$ cat config.mk
export PLATFORM = sky130hd
export DESIGN_NAME = module_seq_divider
export DESIGN_NICKNAME = d
export VERILOG_FILES = /design/src/rtl/module_seq_divider.sv
export SDC_FILE = /design/constraint.sdc
export NUM_CORES = 1
export LEC_CHECK = 0
export ABC_CLOCK_PERIOD_IN_PS = 2250
export CORE_ASPECT_RATIO = 0.5
export CORE_UTILIZATION = 31
export CTS_CLUSTER_SIZE = 28
export DETAILED_ROUTE_END_ITERATION = 12
export HOLD_SLACK_MARGIN = 0.06
export PLACE_DENSITY_LB_ADDON = 0.2
export SLEW_MARGIN = 40
export SYNTH_ARGS = -nofsm -noshare
export SYNTH_HDL_FRONTEND = slang
export SYNTH_SLANG_ARGS = --single-unit
export TNS_END_PERCENT = 20
$ cat constraint.sdc
create_clock -name clk -period 2.25 [get_ports clk]
set_input_delay 0.3375 -clock clk [delete_from_list [all_inputs] [get_ports clk]]
set_output_delay 0.3375 -clock clk [all_outputs]
set_load 0.02 [all_outputs]
$ cat src/rtl/module_seq_divider.sv
// Multi-cycle unsigned restoring divider: one quotient bit per clock, results held until the next accepted start.
// Optional build macro DIV_EARLY_EXIT_EN: finish immediately when dividend < divisor.
module module_seq_divider #(
  parameter int WIDTH = 8
) (
  input  logic             clk,
  input  logic             rst,
  input  logic             start,
  input  logic [WIDTH-1:0] i_dividend,
  input  logic [WIDTH-1:0] i_divisor,
  output logic [WIDTH-1:0] o_quotient,
  output logic [WIDTH-1:0] o_remainder,
  output logic             done,
  output logic             error,
  output logic             busy
);

  localparam int CW = $clog2(WIDTH + 1);

  typedef enum logic [1:0] {IDLE, CALC, FINISH} state_t;

  state_t           state;
  logic [WIDTH-1:0] work;
  logic [WIDTH-1:0] divisor_q;
  logic [WIDTH-1:0] rem;
  logic [CW-1:0]    cnt;

  logic [WIDTH:0]   shifted;
  logic             fits;
  logic [WIDTH-1:0] rem_next;
  logic [WIDTH-1:0] work_next;

  // work holds the dividend bits still to be consumed; quotient bits fill in from the LSB.
  // When fits is set the difference is below the divisor, so a WIDTH-bit subtract is exact.
  always_comb begin
    shifted   = {rem, work[WIDTH-1]};
    fits      = (shifted >= {1'b0, divisor_q});
    rem_next  = fits ? (shifted[WIDTH-1:0] - divisor_q) : shifted[WIDTH-1:0];
    work_next = {work[WIDTH-2:0], fits};
  end

  always_ff @(posedge clk) begin
    if (rst) begin
      state       <= IDLE;
      work        <= '0;
      divisor_q   <= '0;
      rem         <= '0;
      cnt         <= '0;
      o_quotient  <= '0;
      o_remainder <= '0;
      done        <= 1'b0;
      error       <= 1'b0;
      busy        <= 1'b0;
    end else begin
      case (state)
        IDLE: begin
          if (start) begin
            work        <= i_dividend;
            divisor_q   <= i_divisor;
            rem         <= '0;
            cnt         <= CW'(WIDTH);
            o_quotient  <= '0;
            o_remainder <= '0;
            error       <= 1'b0;
            busy        <= 1'b1;
            if (i_divisor == '0) begin
              state       <= FINISH;
              o_quotient  <= '1;
              o_remainder <= i_dividend;
              error       <= 1'b1;
              done        <= 1'b1;
            end
`ifdef DIV_EARLY_EXIT_EN
            else if (i_dividend < i_divisor) begin
              state       <= FINISH;
              o_remainder <= i_dividend;
              done        <= 1'b1;
            end
`endif
            else begin
              state <= CALC;
            end
          end
        end
        CALC: begin
          rem  <= rem_next;
          work <= work_next;
          cnt  <= cnt - CW'(1);
          if (cnt == CW'(1)) begin
            o_quotient  <= work_next;
            o_remainder <= rem_next;
            done        <= 1'b1;
            state       <= FINISH;
          end
        end
        FINISH: begin
          state <= IDLE;
          done  <= 1'b0;
          busy  <= 1'b0;
        end
        default: begin
          state <= IDLE;
          done  <= 1'b0;
          busy  <= 1'b0;
        end
      endcase
    end
  end

endmodule

=== After elaboration in Yosys (flattened, before gate mapping) ===
Cells that the tools add are included.

* Input bits: 19
* Output and inout bits: 19
* Logic and storage cells: 54
* Register bits: 49

* Magnitude comparators: 1
* $add $sub $neg: 2
* Mux-type cells: 26
* Reductions and logical operators: 9
* Bitwise operators: 1
* Equal/unequal tests: 5

{| class="wikitable"
|+ Operators with widths
! cell !! number
|-
| two-way mux 8 bit || 9
|-
| one-hot mux 8 bit (2 select lines) || 4
|-
| >= comparator 9 x 8 -> 1 bit || 1
|-
| logical NOT 8 bit || 1
|-
| one-hot mux 4 bit (2 select lines) || 1
|-
| AND reduction 2 bit || 4
|-
| subtractor 8 bit || 1
|-
| two-way mux 2 bit || 3
|-
| inequality test 2 bit (second input constant) || 3
|-
| AND reduction 3 bit || 2
|-
| two-way mux 1 bit || 5
|-
| equality test 4 x 1 -> 1 bit (second input constant) || 1
|-
| two-way mux 4 bit || 1
|-
| one-hot mux 1 bit (2 select lines) || 2
|-
| one-hot mux 2 bit (2 select lines) || 1
|-
| subtractor 4 x 1 -> 4 bit (second input constant) || 1
|-
| equality test 2 x 1 -> 1 bit (second input constant) || 1
|-
| logical NOT 2 bit || 1
|-
| nonzero test 2 bit || 1
|-
| inverter 1 bit || 1
|}

=== Logic depth before layout (Yosys ltp) ===
Gate-level depths: netlist of run 1.

* Depth after elaboration: 4
* Depth in mapped cells: 10

=== Worst setup path before layout of run 1 ===
No wires, ideal clock.

* Kind: reg-to-reg
* From: reg divisor_q[1]
* To: reg o_remainder[0]
* Arrival: 1.926 ns
* Stages on the path, launching flop included: 10
* Slack: 0.236 ns
* Setup time: 0.088 ns
* Cells stage by stage: dfxtp_1 > inv_1 > ha_1 > nor2b_4 > o31a_4 > o21ai_4 > o21ba_1 > buf_6 > mux2_4 > o32ai_2

* Word-level cells in the longest chain between the ends: 4

{| class="wikitable"
|+ Ends and longest elaborated chain
! element !! line !! source
|-
| start, declared || 24 || <nowiki>logic [WIDTH-1:0] divisor_q;</nowiki>
|-
| start signal, assigned || 59 || <nowiki>divisor_q <= i_divisor;</nowiki>
|-
| >= comparator 9 x 8 -> 1 bit || 37 || <nowiki>fits = (shifted >= {1'b0, divisor_q});</nowiki>
|-
| two-way mux 8 bit || 38 || <nowiki>rem_next = fits ? (shifted[WIDTH-1:0] - divisor_q) : shifted[WIDTH-1:0];</nowiki>
|-
| two-way mux 8 bit || 89 || <nowiki>if (cnt == CW'(1)) begin</nowiki>
|-
| one-hot mux 8 bit (2 select lines) || 55 || <nowiki>case (state)</nowiki>
|-
| end signal, assigned || 69 || <nowiki>o_remainder <= i_dividend;</nowiki>
|-
| end signal, assigned || 91 || <nowiki>o_remainder <= rem_next;</nowiki>
|-
| end, declared || 12 || <nowiki>output logic [WIDTH-1:0] o_remainder,</nowiki>
|}

Every way passes these cells. The select of a mux whose other input is x is not followed.
A chain may end at the register's enable or synchronous reset.

=== Worst setup path in the final report of run 1 ===
* From: reg divisor_q[1]
* To: reg rem[3]

* Word-level cells in the longest chain between the ends: 3

{| class="wikitable"
|+ Ends and longest elaborated chain
! element !! line !! source
|-
| subtractor 8 bit / >= comparator 9 x 8 -> 1 bit (equally long branches) || 38, 37 ||
|-
| two-way mux 8 bit * || 38 ||
|-
| one-hot mux 8 bit (2 select lines) * || 55 ||
|-
| end signal, assigned || 86 || <nowiki>rem <= rem_next;</nowiki>
|-
| end, declared || 25 || <nowiki>logic [WIDTH-1:0] rem;</nowiki>
|}

Every way passes the cells marked *; elsewhere a longest branch is shown, timed or not.

==> results of run 1 <==
[cells in the final DEF (no fill, tap or decap), types with 2 or more instances in the layout]
cell type / instances
o21ai_1: 8
o22ai_1: 3
a211oi_2: 6
or4_4: 2
o21ai_0: 9
nand2_1: 41
xnor2_1: 3
nor2_1: 41
nor2b_1: 4
nand2b_1: 4
mux2i_1: 4
a31oi_1: 4
clkdlybuf4s50_1: 37
nor3_1: 2
mux2i_2: 2
a311oi_1: 2
a211oi_1: 9
dfxtp_1: 49
nor4_1: 2
nand3_1: 6
inv_1: 12
a221oi_1: 2
ha_1: 9
buf_4: 22
clkbuf_16: 5
a21oi_1: 35
nand4_1: 2
[logic make-up (layout without fill, tap and decap cells)]
| group | count (synthesis) | count (layout) | share of synthesized area |
|---|---|---|---|
| DFF | 49 | 49 | 0.382 |
| AOI/OAI and AO/OA | 92 | 92 | 0.248 |
| adders and majority gates | 11 | 11 | 0.0566 |
| xor gates and xnor gates | 4 | 4 | 0.0137 |
| buffers and inverters | 28 | 81 | 0.0488 |
| muxes | 7 | 7 | 0.0293 |
| and+or+nand+nor | 115 | 115 | 0.221 |
[cell usage after synthesis (2+ instances only)]
| cell | instances | area, um^2 |
|---|---|---|
| buf_2 | 4 | 20.0 |
| a221oi_1 | 2 | 17.5 |
| a211oi_2 | 6 | 75.1 |
| inv_1 | 12 | 45.0 |
| o21ai_0 | 9 | 45.0 |
| nand3_1 | 6 | 30.0 |
| ha_1 | 10 | 125 |
| o21ai_1 | 8 | 40.0 |
| a211oi_1 | 9 | 67.6 |
| nand2_1 | 41 | 154 |
| nor2_1 | 41 | 154 |
| nor2b_1 | 4 | 25.0 |
| a31oi_1 | 4 | 25.0 |
| o22ai_1 | 3 | 18.8 |
| xnor2_1 | 3 | 26.3 |
| nand2b_1 | 4 | 25.0 |
| a21oi_1 | 35 | 175 |
| or4_4 | 2 | 22.5 |
| dfxtp_1 | 49 | 981 |
| clkbuf_1 | 8 | 30.0 |
| nor3_1 | 2 | 10.0 |
| nor4_1 | 2 | 12.5 |
| mux2i_1 | 6 | 60.1 |
| nand4_1 | 2 | 12.5 |
| a311oi_1 | 2 | 17.5 |
| buf_4 | 2 | 15.0 |
[flip-flops by register name, summed over array words and instances, names as in the netlist]
register and flops:
divisor_q 8, error 1, o_quotient 8, cnt 4
rem 8, done 1, o_remainder 8, work 8
busy 1, state 2
[stage by stage]
stage / power (mW) / cells / area (um^2) / utilization
after floorplan: 1.70 / 306 / 2560 / -
after global placement: 2.05 / 463 / 3180 / 0.398
after detailed placement: 2.06 / 463 / 3180 / 0.398
after CTS: 2.85 / 471 / 3340 / 0.417
after global routing: 3.00 / 471 / 3350 / 0.419
final: 2.84 / 471 / 3350 / 0.419
[layer usage]
layer | global-route usage | vias up | part of all wire
met1 | 0.227 | 1089 | 0.50
li1 | - | 1180 | -
met2 | 0.265 | 28 | 0.46
met3 | 0.0316 | 5 | 0.030
met5 | 0 | - | 0
met4 | 0.0302 | 0 | 0.0053
[power by group through the flow]
stage	Clock, mW	Sequential (mW)	Combinational, mW
floorplan	0	1.06	0.640
global placement	0	1.03	1.02
detailed placement	0	1.03	1.03
CTS	0.799	1.01	1.04
global route	0.832	1.02	1.15
finish	0.773	1.01	1.06
[worst reg2reg max path, stage by stage (launching register included)]
cell	delay, ns
dfxtp_1	0.33
inv_1	0.05
ha_1	0.30
nor2b_4	0.13
o31a_4	0.30
o21ai_4	0.16
o21ba_1	0.18
buf_12	0.14
mux2i_1	0.29
o21ai_1	0.12
[what timing repair did]
action,CTS,global route
endpoints found under the setup margin,0,4
setup buffers,0,0
resized for setup,0,4
[path summary, 6_finish.rpt]
path / startpoint / to / slack (ns) / cells past startpoint
worst min-delay path: rem[7] / rem[7] / 0.46 / 2
worst max-delay path: divisor_q[1] / rem[3] / 0.11 / 9
worst min register to register: rem[7] / rem[7] / 0.46 / 2
worst max register to register: divisor_q[1] / rem[3] / 0.11 / 9
[final cells by class]
type / count / area, um^2
fillers: 806 / 4650
multi-input cells: 229 / 1470
flip-flops and latches: 49 / 981
repair buffers: 60 / 556
well taps: 112 / 140
clock buffers: 6 / 139
inverters: 13 / 48.8
clock inverters: 2 / 13.8
==> flow_summary.yaml, run 1 <==
clock_tree:
  clk_pin_slew_worst_paths_ns: 0.07
  cts_root_buf: "clkbuf_16"
  cts_buffer_depth: 2
  hold_buffers: 0
  cts_made_buffers: 5
  clock-sinks: 49
  cts_tree: "done"
  clk_latency_ns: 0.29
  cts_htree_levels: 2
global_route:
  gr-usage-all-layers: 0.164
  grt_pass1_vias: 2180
  grt.overflow.total: 0
  antenna_found_initial: 0
  grt_max_degree: 29
  grt_pass1_wl_mm: 11.0
cells_and_area:
  nets: 388
  drive_above_1_share: 0.167
  area_growth_pct: 30.6
  diodes: 0
synthesis:
  synth_top_flop_cell: "dfxtp_1"
  post_synth_instance_area_um2: 2560
  synth_seq_area_share: 0.382
  avgSynthCellArea_um2: 8.38
  synth_warnings: 0
  syn_nets: 336
  syn_inst: 306
  synth_edf_count: 0
  ys_seq_elements: 49
  synth.distinct_cells: 56
  synthArstFlopShare: 0
power:
  p_clk_frac: 0.272
  p_sw_frac: 0.331
  ir_drop_mv: 0.306
  p_seq_frac: 0.356
  internal_power_mw: 1.90
  pwr_density_cell_nw_per_um2: 849
  p_leak_nw: 1.28
  p_switching_uw: 940
  comb_power_share: 0.372
detailed_routing:
  drc_errors: 0
  vias_per_cell: 4.89
  vias: 2302
  drt_iter0_drc: 93
  antenna_left: 0
  dr.pass1.iters: 4
  wl_per_cell_um: 14.1
  wl_mm: 6.65
status:
  outcome: "completed"
die:
  start_util: 0.321
  rows: 23
  die_h_um: 66.3
  io_pins: 38
  die_w_um: 131
  core_um2: 8000
  die_area_um2: 8660
place:
  portBuffers: 37
  pre_cts_ws_ns: 0.0799
  gp_congestion: 0.902
  dp.final_hpwl_mm: 5.12
sta:
  slew_viol_final: 0
  max_freq_ghz: 0.466
  worst_slack_ns: 0.106
  max_slew_margin: 0.705
  final.period_utilization: 0.953
  skew_ns: 0.00741
  rsz0062_at_grt: "no"
  post-route-min-period_ns: 2.14
  worstMarginPinSlew_ns: 0.441
  hold_slack_ns: 0.459
  finalSetupTns_ns: 0
  setup_viol: 0
  hold_viol: 0
critical_path:
  cpPeakStageDelay_ns: 0.33
  endpoint_kind: "flop"
  cpMaxStageDelayCell: "dfxtp_1"
  worst-path-buf-inv: 2
  crit_type: "flop to flop"
  required_ns: 2.40
  worstPathCellList: "inv_1 > ha_1 > nor2b_4 > o31a_4 > o21ai_4 > o21ba_1 > buf_12 > mux2i_1 > o21ai_1"
  crit_path_start_kind: "flop"
  critPathArrivalTime_ns: 2.30
  crit_family: "compound AO/OA/AOI/OAI gates"
  critPathMaxFanout: 7
flow_run:
  cap_viol_max_count: 0
min_path:
  hold_class: "flop to flop"
Power figures use the tool's default switching activity.
==> inputs of run 2 (changes only) <==
Settings changed: CTS_CLUSTER_DIAMETER set to 40, SKIP_CTS_REPAIR_TIMING set to 1.
==> results of run 2 <==
No change in the layout: final DEF, timing and power equal those of run 1.
